--- config.mk ---
export PLATFORM = sky130hd
export DESIGN_NAME = scan_chain_ctrl
export DESIGN_NICKNAME = d
export VERILOG_FILES = /design/src/rtl/scan_chain_ctrl.sv
export SDC_FILE = /design/constraint.sdc
export NUM_CORES = 1
export LEC_CHECK = 0
export CORE_MARGIN = 5
export CORE_UTILIZATION = 40
export DETAILED_ROUTE_END_ITERATION = 10
export MAX_ROUTING_LAYER = met4
export PLACE_DENSITY = 0.69
export RECOVER_POWER = 100
export SYNTH_ARGS = -nofsm -noshare
export SYNTH_HDL_FRONTEND = slang
export SYNTH_SLANG_ARGS = --single-unit
export TNS_END_PERCENT = 50
--- constraint.sdc ---
create_clock -name clk -period 2.3 [get_ports clk]
set_input_delay 0.46 -clock clk [delete_from_list [all_inputs] [get_ports clk]]
set_output_delay 0.46 -clock clk [all_outputs]
set_load 0.02 [all_outputs]
--- src/rtl/scan_chain_ctrl.sv ---
// Sequencer for a two-phase (phi/phib) scan chain: optional capture pair, CHAIN_LEN
// shift bits that serialise tx_data out and collect rx_data back, then an optional load.
module scan_chain_ctrl #(
    parameter int unsigned CHAIN_LEN = 32,
    parameter int unsigned PW        = 2,
    parameter int unsigned GAP       = 1
) (
    input  logic                 clk,
    input  logic                 rst_n,
    input  logic                 start,
    input  logic                 capture_en,
    input  logic                 load_en,
    input  logic [CHAIN_LEN-1:0] tx_data,
    output logic                 busy,
    output logic                 done,
    output logic [CHAIN_LEN-1:0] rx_data,
    output logic                 phi,
    output logic                 phib,
    output logic                 scan_i0o1,
    output logic                 load,
    output logic                 scan_in,
    input  logic                 scan_out
);

    localparam int unsigned CW   = $clog2(CHAIN_LEN + 1);
    localparam int unsigned TMAX = (PW > GAP) ? PW : GAP;
    localparam int unsigned TW   = (TMAX > 1) ? $clog2(TMAX) : 1;

    typedef enum logic [3:0] {
        IDLE, CSETUP, CPHI, CGAP1, CPHIB, CGAP2,
        SETUP, PHI, GAP1, PHIB, GAP2,
        LGAP, LOAD, LTAIL, FIN
    } state_t;

    state_t               state_q, state_d;
    logic [TW-1:0]        timer_q, timer_d;
    logic [CW-1:0]        count_q, count_d;
    logic [CHAIN_LEN-1:0] tx_sr_q, tx_sr_d;
    logic [CHAIN_LEN-1:0] rx_sr_q, rx_sr_d;
    logic                 ld_q, ld_d;

    logic                 phi_q, phi_d;
    logic                 phib_q, phib_d;
    logic                 load_q, load_d;
    logic                 busy_q, busy_d;
    logic                 done_q, done_d;
    logic                 sel_q, sel_d;
    logic                 sin_q, sin_d;
    logic [CHAIN_LEN-1:0] rx_data_q, rx_data_d;

    logic pw_last;
    logic gap_last;

    assign pw_last  = (timer_q == TW'(PW - 1));
    assign gap_last = (timer_q == TW'(GAP - 1));

    always_comb begin
        state_d = state_q;
        timer_d = '0;
        count_d = count_q;
        tx_sr_d = tx_sr_q;
        rx_sr_d = rx_sr_q;
        ld_d    = ld_q;
        case (state_q)
            IDLE: begin
                if (start) begin
                    tx_sr_d = tx_data;
                    ld_d    = load_en;
                    count_d = '0;
                    state_d = capture_en ? CSETUP : SETUP;
                end
            end
            CSETUP: state_d = CPHI;
            CPHI:   if (pw_last)  state_d = CGAP1; else timer_d = timer_q + TW'(1);
            CGAP1:  if (gap_last) state_d = CPHIB; else timer_d = timer_q + TW'(1);
            CPHIB:  if (pw_last)  state_d = CGAP2; else timer_d = timer_q + TW'(1);
            CGAP2:  if (gap_last) state_d = SETUP; else timer_d = timer_q + TW'(1);
            SETUP: begin
                rx_sr_d = {rx_sr_q[CHAIN_LEN-2:0], scan_out};
                state_d = PHI;
            end
            PHI:    if (pw_last)  state_d = GAP1;  else timer_d = timer_q + TW'(1);
            GAP1:   if (gap_last) state_d = PHIB;  else timer_d = timer_q + TW'(1);
            PHIB:   if (pw_last)  state_d = GAP2;  else timer_d = timer_q + TW'(1);
            GAP2: begin
                if (gap_last) begin
                    tx_sr_d = tx_sr_q << 1;
                    count_d = count_q + CW'(1);
                    if (count_q == CW'(CHAIN_LEN - 1)) state_d = ld_q ? LGAP : FIN;
                    else                               state_d = SETUP;
                end else begin
                    timer_d = timer_q + TW'(1);
                end
            end
            LGAP:   if (gap_last) state_d = LOAD;  else timer_d = timer_q + TW'(1);
            LOAD:   if (pw_last)  state_d = LTAIL; else timer_d = timer_q + TW'(1);
            LTAIL:  if (gap_last) state_d = FIN;   else timer_d = timer_q + TW'(1);
            FIN:    state_d = IDLE;
            default: state_d = IDLE;
        endcase
    end

    // Outputs are decoded from the next state so every pin is a flop aligned with its state.
    always_comb begin
        phi_d     = (state_d == PHI)  || (state_d == CPHI);
        phib_d    = (state_d == PHIB) || (state_d == CPHIB);
        load_d    = (state_d == LOAD);
        busy_d    = (state_d != IDLE) && (state_d != FIN);
        done_d    = (state_d == FIN);
        sel_d     = sel_q;
        sin_d     = sin_q;
        rx_data_d = rx_data_q;
        if (state_d == CSETUP) sel_d = 1'b1;
        if (state_d == SETUP) begin
            sel_d = 1'b0;
            sin_d = tx_sr_d[CHAIN_LEN-1];
        end
        if (state_d == FIN) rx_data_d = rx_sr_q;
    end

    always_ff @(posedge clk) begin
        if (!rst_n) begin
            state_q   <= IDLE;
            timer_q   <= '0;
            count_q   <= '0;
            tx_sr_q   <= '0;
            rx_sr_q   <= '0;
            ld_q      <= 1'b0;
            phi_q     <= 1'b0;
            phib_q    <= 1'b0;
            load_q    <= 1'b0;
            busy_q    <= 1'b0;
            done_q    <= 1'b0;
            sel_q     <= 1'b0;
            sin_q     <= 1'b0;
            rx_data_q <= '0;
        end else begin
            state_q   <= state_d;
            timer_q   <= timer_d;
            count_q   <= count_d;
            tx_sr_q   <= tx_sr_d;
            rx_sr_q   <= rx_sr_d;
            ld_q      <= ld_d;
            phi_q     <= phi_d;
            phib_q    <= phib_d;
            load_q    <= load_d;
            busy_q    <= busy_d;
            done_q    <= done_d;
            sel_q     <= sel_d;
            sin_q     <= sin_d;
            rx_data_q <= rx_data_d;
        end
    end

    assign phi       = phi_q;
    assign phib      = phib_q;
    assign load      = load_q;
    assign busy      = busy_q;
    assign done      = done_q;
    assign scan_i0o1 = sel_q;
    assign scan_in   = sin_q;
    assign rx_data   = rx_data_q;

endmodule

==> impl_metrics.toml <==
[finish]
layout_commonest_cell = "nand2_1"
fin_nets = 656
fin_util = 0.5308
n_antenna_cell = 0
fillers = 1096
final_cell_mix = "nand2_1 (173), dfxtp_1 (114), a21boi_0 (64), dlygate4sd3_1 (39), clkdlybuf4s50_1 (36)"
syn_to_final_growth_pct = 31.76
drive_above_1_share = 0.09539

[worst_hold_path]
worstHoldPathType = "flip-flop to flip-flop"

[route]
antenna_left = 0
drt_pass1_iterations = 4
drc_errors = 0
post_drt_wl_per_cell_um = 13.59
avgViaCountPerCell = 5.012
drtIter0Drc = 255
finalWirelength_mm = 10.54
num_vias = 3889

[cts]
clock-sinks = 115
cts_root_buffer = "clkbuf_16"
cts.path.max_buffers = 2
htree_levels = 4
clk_latency_ns = 0.40
holdBufCountCts = 0
cts.repair.resized = 0
cts.clk_slew.worst_paths_ns = 0.05
cts_tree = "yes"
cts_post_setup_buffers_inserted = 0
numCtsBuffers = 17

[placed_design]
io_buffers = 76
hpwl_mm = 6.961
gp_congestion = 0.8435
dpl_worst_slack_ns = -0.2119

[worst_setup_path]
cpPeakStageDelay_ns = 0.59
path_max_fanout = 32
slowest_stage = "dfxtp_1"
worstPathArrival_ns = 2.41
critPathKind = "flip-flop to flip-flop"
worstPathCellList = "buf_4, inv_1, or3_1, clkbuf_2, nand2_1, a21boi_0"
startpoint_type = "flip-flop"
crit_path_end_kind = "flip-flop"
required_ns = 2.58

[floorplan]
die_width_um = 119.3
start_util = 0.4028
ios = 77
rows = 40
core_area_um2 = 11860
die-area_um2 = 14230
die_h_um = 119.3

[sta]
fmax_mhz = 467.7
postLayoutSetupSlackWorst_ns = 0.1618
rsz0062_at_grt = "false"
fin_crit_ns = 2.138
slew_viol_final = 0
finalHoldViolations = 0
fin_skew_ns = 0.006919
worst_pin_slew_ns = 0.6756
setup_viol = 0
timing.final.crit_share = 0.9297
slew_headroom = 0.5496

[grt]
grt_pass1_vias = 3706
overflow = 0
grt_max_degree = 69
antenna_found_initial = 0
grt_pass1_wl_mm = 17.39
grt_usage = 0.1521

[synth]
yosys.area.top_type = "dfxtp_1"
synthTopCellsByArea = "dfxtp_1 (48%), nand2_1 (14%), a21boi_0 (10%)"
synth_seq_cells = 115
synth_area_per_cell_um2 = 8.816
synthDistinctLibCells = 43
yosys_warnings = 0
yosysSeqAreaShare = 0.4818
synthesis.area_um2 = 4778
synth-edff-count = 0
synth_top_area_share = 0.4818
synthCells = 542
synth_fp_nets = 581
synth_ff_type = "dfxtp_1"
synthArstFlopShare = 0

[run_status]
outcome = "complete, no violations"

[pwr]
irDropWorstVdd_v = 0.0003911
powerDensity_nw_per_um2 = 836.4
power_leakage_nw = 2.491

[run]
maxCapViolCount = 0
[Yosys cell counts, drive strengths merged (2+ instances only)]
| cell | number |
|---|---|
| nand3 | 2 |
| a21boi | 64 |
| dfxtp | 115 |
| nand4 | 2 |
| nand2b | 3 |
| mux2i | 32 |
| inv | 4 |
| nand3b | 7 |
| nor3b | 3 |
| nor2b | 4 |
| a2bb2oi | 2 |
| o311ai | 2 |
| a22oi | 32 |
| a221oi | 2 |
| o21ai | 7 |
| and2 | 4 |
| or3 | 3 |
| nor2 | 11 |
| xor2 | 2 |
| nor3 | 5 |
| clkbuf | 25 |
| a21o | 2 |
| a21oi | 3 |
| buf | 17 |
| xnor2 | 2 |
| nand2 | 173 |
[through the flow]
stage	std cells	TNS (ns)	instance area, um2	power [mW]	hold WS (ns)
after floorplan	542	0	4778	2.528	0.4350
after global placement	745	-5.129	5733	2.764	0.4454
after detailed placement	745	-8.154	5733	2.777	0.4515
after CTS	776	0	6312	5.343	0.4592
after global routing	776	0	6296	5.477	0.4709
final	776	0	6296	5.266	0.4522
[state kept, by name (all words and copies together), names as in the netlist, 4 cells and up]
signal / flops
count_q: 6
tx_sr_q: 32
rx_sr_q: 32
rx_data: 32
state_q: 4
[kinds of logic after synthesis]
family | share of synthesized area
simple gates | 0.1980
mux | 0.06939
fa+ha+maj | 0.002618
buf+inv | 0.04635
xor+xnor | 0.007333
flops | 0.4818
compound gates | 0.1946
[where the power goes]
part,internal (mW),switching (mW),leakage (nW),total [mW]
clock,1.67,0.883,0.274,2.55
sequential,2.08,0.0660,0.933,2.15
combinational,0.279,0.293,1.28,0.571
total,4.02,1.24,2.49,5.27
[metal layers]
layer  part of all wire  track usage  up-vias
met2               0.50       0.2455       62
li1                   -            -     1994
met3              0.039      0.04891        9
met1               0.45       0.1813     1824
met5                  0            -        -
met4             0.0096      0.04796        0
[final cells by class]
| type | count | area (um2) | area share |
|---|---|---|---|
| clock buffer | 22 | 474.2 | 0.07532 |
| clock inverter | 9 | 105.1 | 0.01669 |
| inverter | 4 | 15.01 | 0.002385 |
| multi-input combinational | 381 | 2271 | 0.3607 |
| sequential | 115 | 2303 | 0.3659 |
| tap | 147 | 183.9 | 0.02921 |
| timing repair buffer | 98 | 943.4 | 0.1498 |
[final timing paths]
kind,startpoint,to,slack (ns),cells past startpoint
setup / recovery,state_q[2],rx_sr_q[13],0.16,6
hold / removal,rx_data[4],rx_data[4],0.45,2
setup reg to reg,state_q[2],rx_sr_q[13],0.16,6
hold reg to reg,rx_data[4],rx_data[4],0.45,2
[worst max-delay path: cells and delay by family, from the launching register on]
family	cells	cell delay (ns)
AOI/OAI and AO/OA	1	0.11
and+or+nand+nor	2	0.56
buffers and inverters	3	0.74
DFF	1	0.59
No activity file was read; power rests on OpenSTA's default activity.
